==> config.mk <==
export PLATFORM = sky130hd
export DESIGN_NAME = nemo_seq_flat
export DESIGN_NICKNAME = d
export VERILOG_FILES = /design/src/rtl/nemo_seq_if.sv /design/src/rtl/nemo_seq.sv /design/src/flat_wrapper.sv
export SDC_FILE = /design/constraint.sdc
export NUM_CORES = 1
export LEC_CHECK = 0
export BUFFER_PORTS_ARGS = -buffer_cell sky130_fd_sc_hd__buf_2
export CORE_ASPECT_RATIO = 0.75
export CORE_MARGIN = 10
export CORE_UTILIZATION = 47
export CTS_CLUSTER_DIAMETER = 40
export DETAILED_ROUTE_END_ITERATION = 10
export PLACE_DENSITY = 0.75
export SETUP_SLACK_MARGIN = 0.02
export SLEW_MARGIN = 30
export SYNTH_ARGS = -nofsm -noshare
export SYNTH_HDL_FRONTEND = slang
export SYNTH_SLANG_ARGS = --single-unit
export TNS_END_PERCENT = 20
==> constraint.sdc <==
create_clock -name clk -period 2.2 [get_ports clk]
set_clock_uncertainty 0.05 [all_clocks]
set_input_delay 0.11 -clock clk [delete_from_list [all_inputs] [get_ports clk]]
set_output_delay 0.11 -clock clk [all_outputs]
set_load 0.05 [all_outputs]
==> src/rtl/nemo_seq_if.sv <==
// SPI monarch handshake plus yaw-rate result bus for the iNEMO sequencer.
// master: sequencer side (drives wrt/cmd/vld/yaw_rt, observes done/rspns).
// slave : monarch/integrator side (the reverse).
interface nemo_seq_if;
    logic        wrt;     // start transaction, 1-clk pulse
    logic [15:0] cmd;     // command word, held from wrt until done
    logic        done;    // transaction complete, 1-clk pulse
    logic [15:0] rspns;   // read response, data in [7:0]
    logic        vld;     // 1-clk pulse: yaw_rt updated
    logic [15:0] yaw_rt;  // signed yaw rate {yawH,yawL}

    modport master (output wrt, cmd, vld, yaw_rt, input done, rspns);
    modport slave  (input wrt, cmd, vld, yaw_rt, output done, rspns);
endinterface

==> src/rtl/nemo_seq.sv <==
// Purpose     : iNEMO gyro SPI sequencer: power-up wait, 3 init writes, then a yawL/yawH read pair per INT edge.
// Latency     : INT edge -> wrt(RDL) 3 clks from IDLE; last done -> vld 1 clk.
// Backpressure: each transaction waits for done; with NEMO_TMO_EN a done watchdog sets err and abandons it.
//
// Ports: clk, rst_n (async active-low), INT (async data-ready), spi (nemo_seq_if.master:
//        wrt/cmd/done/rspns/vld/yaw_rt), init_done (sticky), err (sticky timeout, 0 without NEMO_TMO_EN).
// Optional feature macro: NEMO_TMO_EN (done watchdog of width TMO_W).
module nemo_seq #(
    parameter int FAST_SIM = 1,   // 1: power-up wait 2^10 clks, 0: 2^16 clks
    parameter int TMO_W    = 12   // done-watchdog width
) (
    input  logic          clk,
    input  logic          rst_n,
    input  logic          INT,
    nemo_seq_if.master    spi,
    output logic          init_done,
    output logic          err
);
    localparam int PW = (FAST_SIM != 0) ? 10 : 16;

    typedef enum logic [2:0] {PWRUP, INIT1, INIT2, INIT3, IDLE, RDL, RDH, VLD} state_t;

    state_t         state;
    logic [PW-1:0]  pwr_cnt;
    logic [7:0]     yaw_l;
    logic           int_s1, int_s2, int_d;
    logic           pend;
    logic           int_edge;
    logic           take;
    logic [TMO_W-1:0] tmo_cnt;
    logic           tmo_hit;

    assign int_edge = int_s2 & ~int_d;
    // done coinciding with wrt cannot belong to the transaction just launched
    assign take     = spi.done & ~spi.wrt;
    assign tmo_hit  = (&tmo_cnt) & ~spi.wrt;

    always_ff @(posedge clk or negedge rst_n) begin
        if (!rst_n) begin
            int_s1 <= 1'b0;
            int_s2 <= 1'b0;
            int_d  <= 1'b0;
        end else begin
            int_s1 <= INT;
            int_s2 <= int_s1;
            int_d  <= int_s2;
        end
    end

    always_ff @(posedge clk or negedge rst_n) begin
        if (!rst_n) begin
            state      <= PWRUP;
            pwr_cnt    <= '0;
            yaw_l      <= 8'h00;
            pend       <= 1'b0;
            init_done  <= 1'b0;
            spi.wrt    <= 1'b0;
            spi.cmd    <= 16'h0000;
            spi.vld    <= 1'b0;
            spi.yaw_rt <= 16'h0000;
        end else begin
            spi.wrt <= 1'b0;
            spi.vld <= 1'b0;

            // IDLE consumes the raw edge too, so the 3-clk INT->wrt latency holds
            if (state == IDLE && (pend || int_edge))
                pend <= 1'b0;
            else if (int_edge && init_done)
                pend <= 1'b1;

            case (state)
                PWRUP: begin
                    // wraps back to zero on exit, so a restart gets the full wait
                    pwr_cnt <= pwr_cnt + PW'(1);
                    if (&pwr_cnt) begin
                        state   <= INIT1;
                        spi.wrt <= 1'b1;
                        spi.cmd <= 16'h0D02;
                    end
                end
                INIT1: begin
                    if (take) begin
                        state   <= INIT2;
                        spi.wrt <= 1'b1;
                        spi.cmd <= 16'h1160;
                    end else if (tmo_hit) begin
                        state <= PWRUP;
                    end
                end
                INIT2: begin
                    if (take) begin
                        state   <= INIT3;
                        spi.wrt <= 1'b1;
                        spi.cmd <= 16'h1440;
                    end else if (tmo_hit) begin
                        state <= PWRUP;
                    end
                end
                INIT3: begin
                    if (take) begin
                        state     <= IDLE;
                        init_done <= 1'b1;
                    end else if (tmo_hit) begin
                        state <= PWRUP;
                    end
                end
                IDLE: begin
                    if (pend || int_edge) begin
                        state   <= RDL;
                        spi.wrt <= 1'b1;
                        spi.cmd <= 16'hA600;
                    end
                end
                RDL: begin
                    if (take) begin
                        yaw_l   <= spi.rspns[7:0];
                        state   <= RDH;
                        spi.wrt <= 1'b1;
                        spi.cmd <= 16'hA700;
                    end else if (tmo_hit) begin
                        state <= IDLE;
                    end
                end
                RDH: begin
                    // result registered here so vld/yaw_rt appear during VLD
                    if (take) begin
                        spi.yaw_rt <= {spi.rspns[7:0], yaw_l};
                        spi.vld    <= 1'b1;
                        state      <= VLD;
                    end else if (tmo_hit) begin
                        state <= IDLE;
                    end
                end
                VLD:     state <= IDLE;
                default: state <= PWRUP;
            endcase
        end
    end

`ifdef NEMO_TMO_EN
    logic waiting;
    assign waiting = (state == INIT1) || (state == INIT2) || (state == INIT3) ||
                     (state == RDL)   || (state == RDH);

    always_ff @(posedge clk or negedge rst_n) begin
        if (!rst_n) begin
            tmo_cnt <= '0;
            err     <= 1'b0;
        end else begin
            if (!waiting || spi.wrt || spi.done)
                tmo_cnt <= '0;
            else
                tmo_cnt <= tmo_cnt + TMO_W'(1);
            if (tmo_hit && waiting)
                err <= 1'b1;
        end
    end
`else
    assign tmo_cnt = '0;
    assign err     = 1'b0;
`endif

endmodule

==> src/flat_wrapper.sv <==
// flat-port wrapper written by rule: the top's interface ports become plain ports
module nemo_seq_flat 
#(
    parameter int FAST_SIM = 1,                                              
    parameter int TMO_W    = 12                         
)
  (clk, rst_n, INT, init_done, err, spi_wrt, spi_cmd, spi_vld, spi_yaw_rt, spi_done, spi_rspns);
  nemo_seq_if spi_i ();
  input  logic clk;
  input  logic rst_n;
  input  logic INT;
  output logic init_done;
  output logic err;
  output wire logic [$bits(spi_i.wrt)-1:0] spi_wrt;
  output wire logic [$bits(spi_i.cmd)-1:0] spi_cmd;
  output wire logic [$bits(spi_i.vld)-1:0] spi_vld;
  output wire logic [$bits(spi_i.yaw_rt)-1:0] spi_yaw_rt;
  input wire logic [$bits(spi_i.done)-1:0] spi_done;
  input wire logic [$bits(spi_i.rspns)-1:0] spi_rspns;
  assign spi_wrt = spi_i.wrt;
  assign spi_cmd = spi_i.cmd;
  assign spi_vld = spi_i.vld;
  assign spi_yaw_rt = spi_i.yaw_rt;
  assign spi_i.done = spi_done;
  assign spi_i.rspns = spi_rspns;
  nemo_seq #(.FAST_SIM(FAST_SIM), .TMO_W(TMO_W)) u_core (.clk(clk), .rst_n(rst_n), .INT(INT), .spi(spi_i), .init_done(init_done), .err(err));
endmodule
==> impl_metrics.toml <==
[yosys]
synth_xor_area_share_pct = 4.12
ys_warn_count = 0
ys_types = 39
synth_top_area_share_pct = 58.8
synthMuxAreaShare_pct = 12.7
syn_area_sq_mm = 0.00213
syn_area_per_cell_sq_um = 12.6
synth_top_family_by_area = "multiplexers"
yosys.area_share.adder_pct = 0.588
synth_cells = 169
yosys.area_share.simple_pct = 10.1
synth_compound_area_share_pct = 6.76
yosysTopAreaCell = "dfrtp_1"
ys_ff_latch = 50
ys_seq_area_share_pct = 58.8
synthTopCellsByArea = "dfrtp_1 (59%), mux2_2 (13%), buf_4 (3.9%), xnor2_1 (2.9%), nand2_1 (1.9%)"

[critical_path]
worstPathMaxFanout = 7
cp_slowest_cell = "or4_4"
r2r-start = "u_core.state[2]"
crit_chain = "or3_4 -> or4_4 -> and3_1 -> o32a_1"
crit_type = "reg2reg"
crit_path_end_kind = "flop"
cpPeakStageDelay_ns = 0.55
reg2reg_slack_ns = 0.12
required_ns = 2.34
crit_arrival_ns = 2.22
reg2regPathDepth = 4
startpoint_type = "flop"
worstReg2RegEnd = "u_core.spi.cmd[13]"

[timing]
rsz0062_at_grt = "false"
finalCriticalPeriod_ns = 2.08
period_share_pct = 94.6
slew_violations = 0
hold_violations = 0
setup_tns_ns = 0
fmax_ghz = 0.480
setup_viol = 0

[die]
die_h_um = 78.3
rows = 21
die-area_sq_mm = 0.00764
fp.dieW_um = 97.7
coreArea_sq_mm = 0.00441
initial_core_util_pct = 48.2
pin_count = 56

[clock_network]
postCtsSetupRepairBufs = 0
clockBufferDepth = 2
cts_tree = "built"
h-tree-depth = 2
cts_root_buffer = "clkbuf_8"
cts_sinks = 50
cts_resized = 0
path_clk_slew_ns = 0.09
postCtsHoldBufs = 3
numCtsBuffers = 5
clk-insertion-delay-late_ns = 0.29

[routing]
viasPerCell = 4.99
final_antenna_net_count = 0
drt_iter0_drc = 97
wire_per_inst_um = 14.1
dr.pass1.iters = 4
dr_total_vias = 1363
drc_errors = 0
wl_um = 3850

[power]
leakagePower_nw = 1.35
report.power.total_mw = 1.61
vdd_drop_max_mv = 0.390
p_per_area_mw_per_mm2 = 645

[finish]
final_common_cell = "dfrtp_1"
final_cell_mix = "dfrtp_1 (50), buf_2 (40), mux2_2 (24)"
antenna_cells = 0
area_growth_pct = 17.4
drive_above_1_share_pct = 38.9
nNetsFinal = 236
fin_cells = 273
design_area_sq_mm = 0.00250

[worst_hold_path]
min_from = "spi_rspns[1]"
hp-class = "in2reg"
holdPathStages = 2
worstHoldEndpoint = "u_core.yaw_l[1]"

[global_routing]
antenna_found_initial = 0
grt_max_degree = 22
grt_use_total_pct = 10.3
overflow = 0
grt_pass1_vias = 1385
grt_pass1_wl_um = 6620

[placement]
hpwl_um = 2890
dp.cells = 262
gp_congestion = 0.771
io_buffers = 40
placed_area_sq_mm = 0.00236

[job]
maxCapViolations = 0

[run_status]
status = "finished, final reports clean"
[per-layer routing]
| layer | global-route usage [%] | vias up | routed length (um) |
|---|---|---|---|
| met1 | 12.9 | 662 | 1720 |
| li1 | - | 665 | - |
| met5 | 0 | - | 0 |
| met4 | 3.48 | 0 | 48 |
| met3 | 4.81 | 7 | 308 |
| met2 | 15.2 | 29 | 1770 |
[report_power, final]
| part | leakage (nW) | internal, mW | total (mW) | switching (mW) |
|---|---|---|---|---|
| clock | 0.0579 | 0.335 | 0.622 | 0.287 |
| combinational | 0.630 | 0.0150 | 0.0659 | 0.0510 |
| sequential | 0.662 | 0.921 | 0.922 | 0.000784 |
| total | 1.35 | 1.27 | 1.61 | 0.339 |
[worst max-delay path, delay by kind of cell (launching register included)]
kind               cells  cell delay (ns)
and+or+nand+nor        3             1.21
AOI/OAI and AO/OA      1             0.34
DFF                    1             0.38
[metrics by stage]
step | utilization, % | hold WS [ns] | setup slack, ns
floorplan | - | -0.236 | 0.0477
global placement | 53.4 | -0.0128 | 0.125
detailed placement | 53.4 | -0.0163 | 0.131
CTS | 56.5 | 0.000638 | 0.118
global route | 56.5 | 0.00225 | 0.0287
finish | 56.5 | 0.00795 | 0.118
[worst max-delay path by stage]
stage                               start            endpoint  slack, ns  cells after the start
after global placement    u_core.state[2]  u_core.spi.cmd[13]       0.13                      4
final                     u_core.state[2]  u_core.spi.cmd[13]       0.12                      4
after floorplan           u_core.state[1]  u_core.spi.cmd[13]       0.05                      6
after CTS                 u_core.state[2]  u_core.spi.cmd[13]       0.12                      4
after global routing      u_core.state[2]  u_core.spi.cmd[13]       0.03                      4
after detailed placement  u_core.state[2]  u_core.spi.cmd[13]       0.13                      4
[sequential cells by signal, indices dropped and copies added (netlist names)]
name	flops
u_core.spi.yaw_rt	16
u_core.pwr_cnt	10
u_core.yaw_l	8
u_core.spi.cmd	6
u_core.state	3
u_core.init_done	1
u_core.int_d	1
u_core.int_s1	1
u_core.int_s2	1
u_core.pend	1
u_core.spi.vld	1
u_core.spi.wrt	1
[Yosys cell counts]
cell type	n
nor3_2	1
a211oi_1	1
o31ai_1	1
nor2_1	3
o21ai_0	4
buf_4	11
nand2_1	11
or4_4	1
a21oi_1	2
and2_1	1
o22ai_1	1
o32ai_1	1
o22a_1	1
nor2b_1	4
inv_1	5
or3_4	1
nand3_1	8
nand4_1	1
o32a_1	1
conb_1	1
mux2_2	24
and3_1	2
nor3b_1	1
xnor2_1	7
a31oi_1	1
a211o_1	1
xor2_1	3
a21o_1	2
a41o_1	1
clkbuf_1	5
or2_2	1
nand2b_1	1
buf_6	2
o311a_1	1
o21a_1	1
ha_1	1
a22oi_1	1
nor3_1	4
dfrtp_1	50
[cell type report]
type	instances	area (sq um)
Inverter	5	18.8
Tap cell	57	71.3
Clock buffer	5	68.8
Multi-Input combinational cell	102	756
Fill cell	387	1920
Timing Repair Buffer	51	290
Sequential cell	50	1250
Clock inverter	3	40.0
[logic make-up after synthesis]
kind of cell	count (synthesis)
adder cells (fa/ha/maj)	1
buffers and inverters	23
multiplexers	24
other	1
AND/OR/NAND/NOR	40
AO/OA/AOI/OAI	20
XOR/XNOR	10
flip-flops	50
Power figures use the tool's default switching activity.
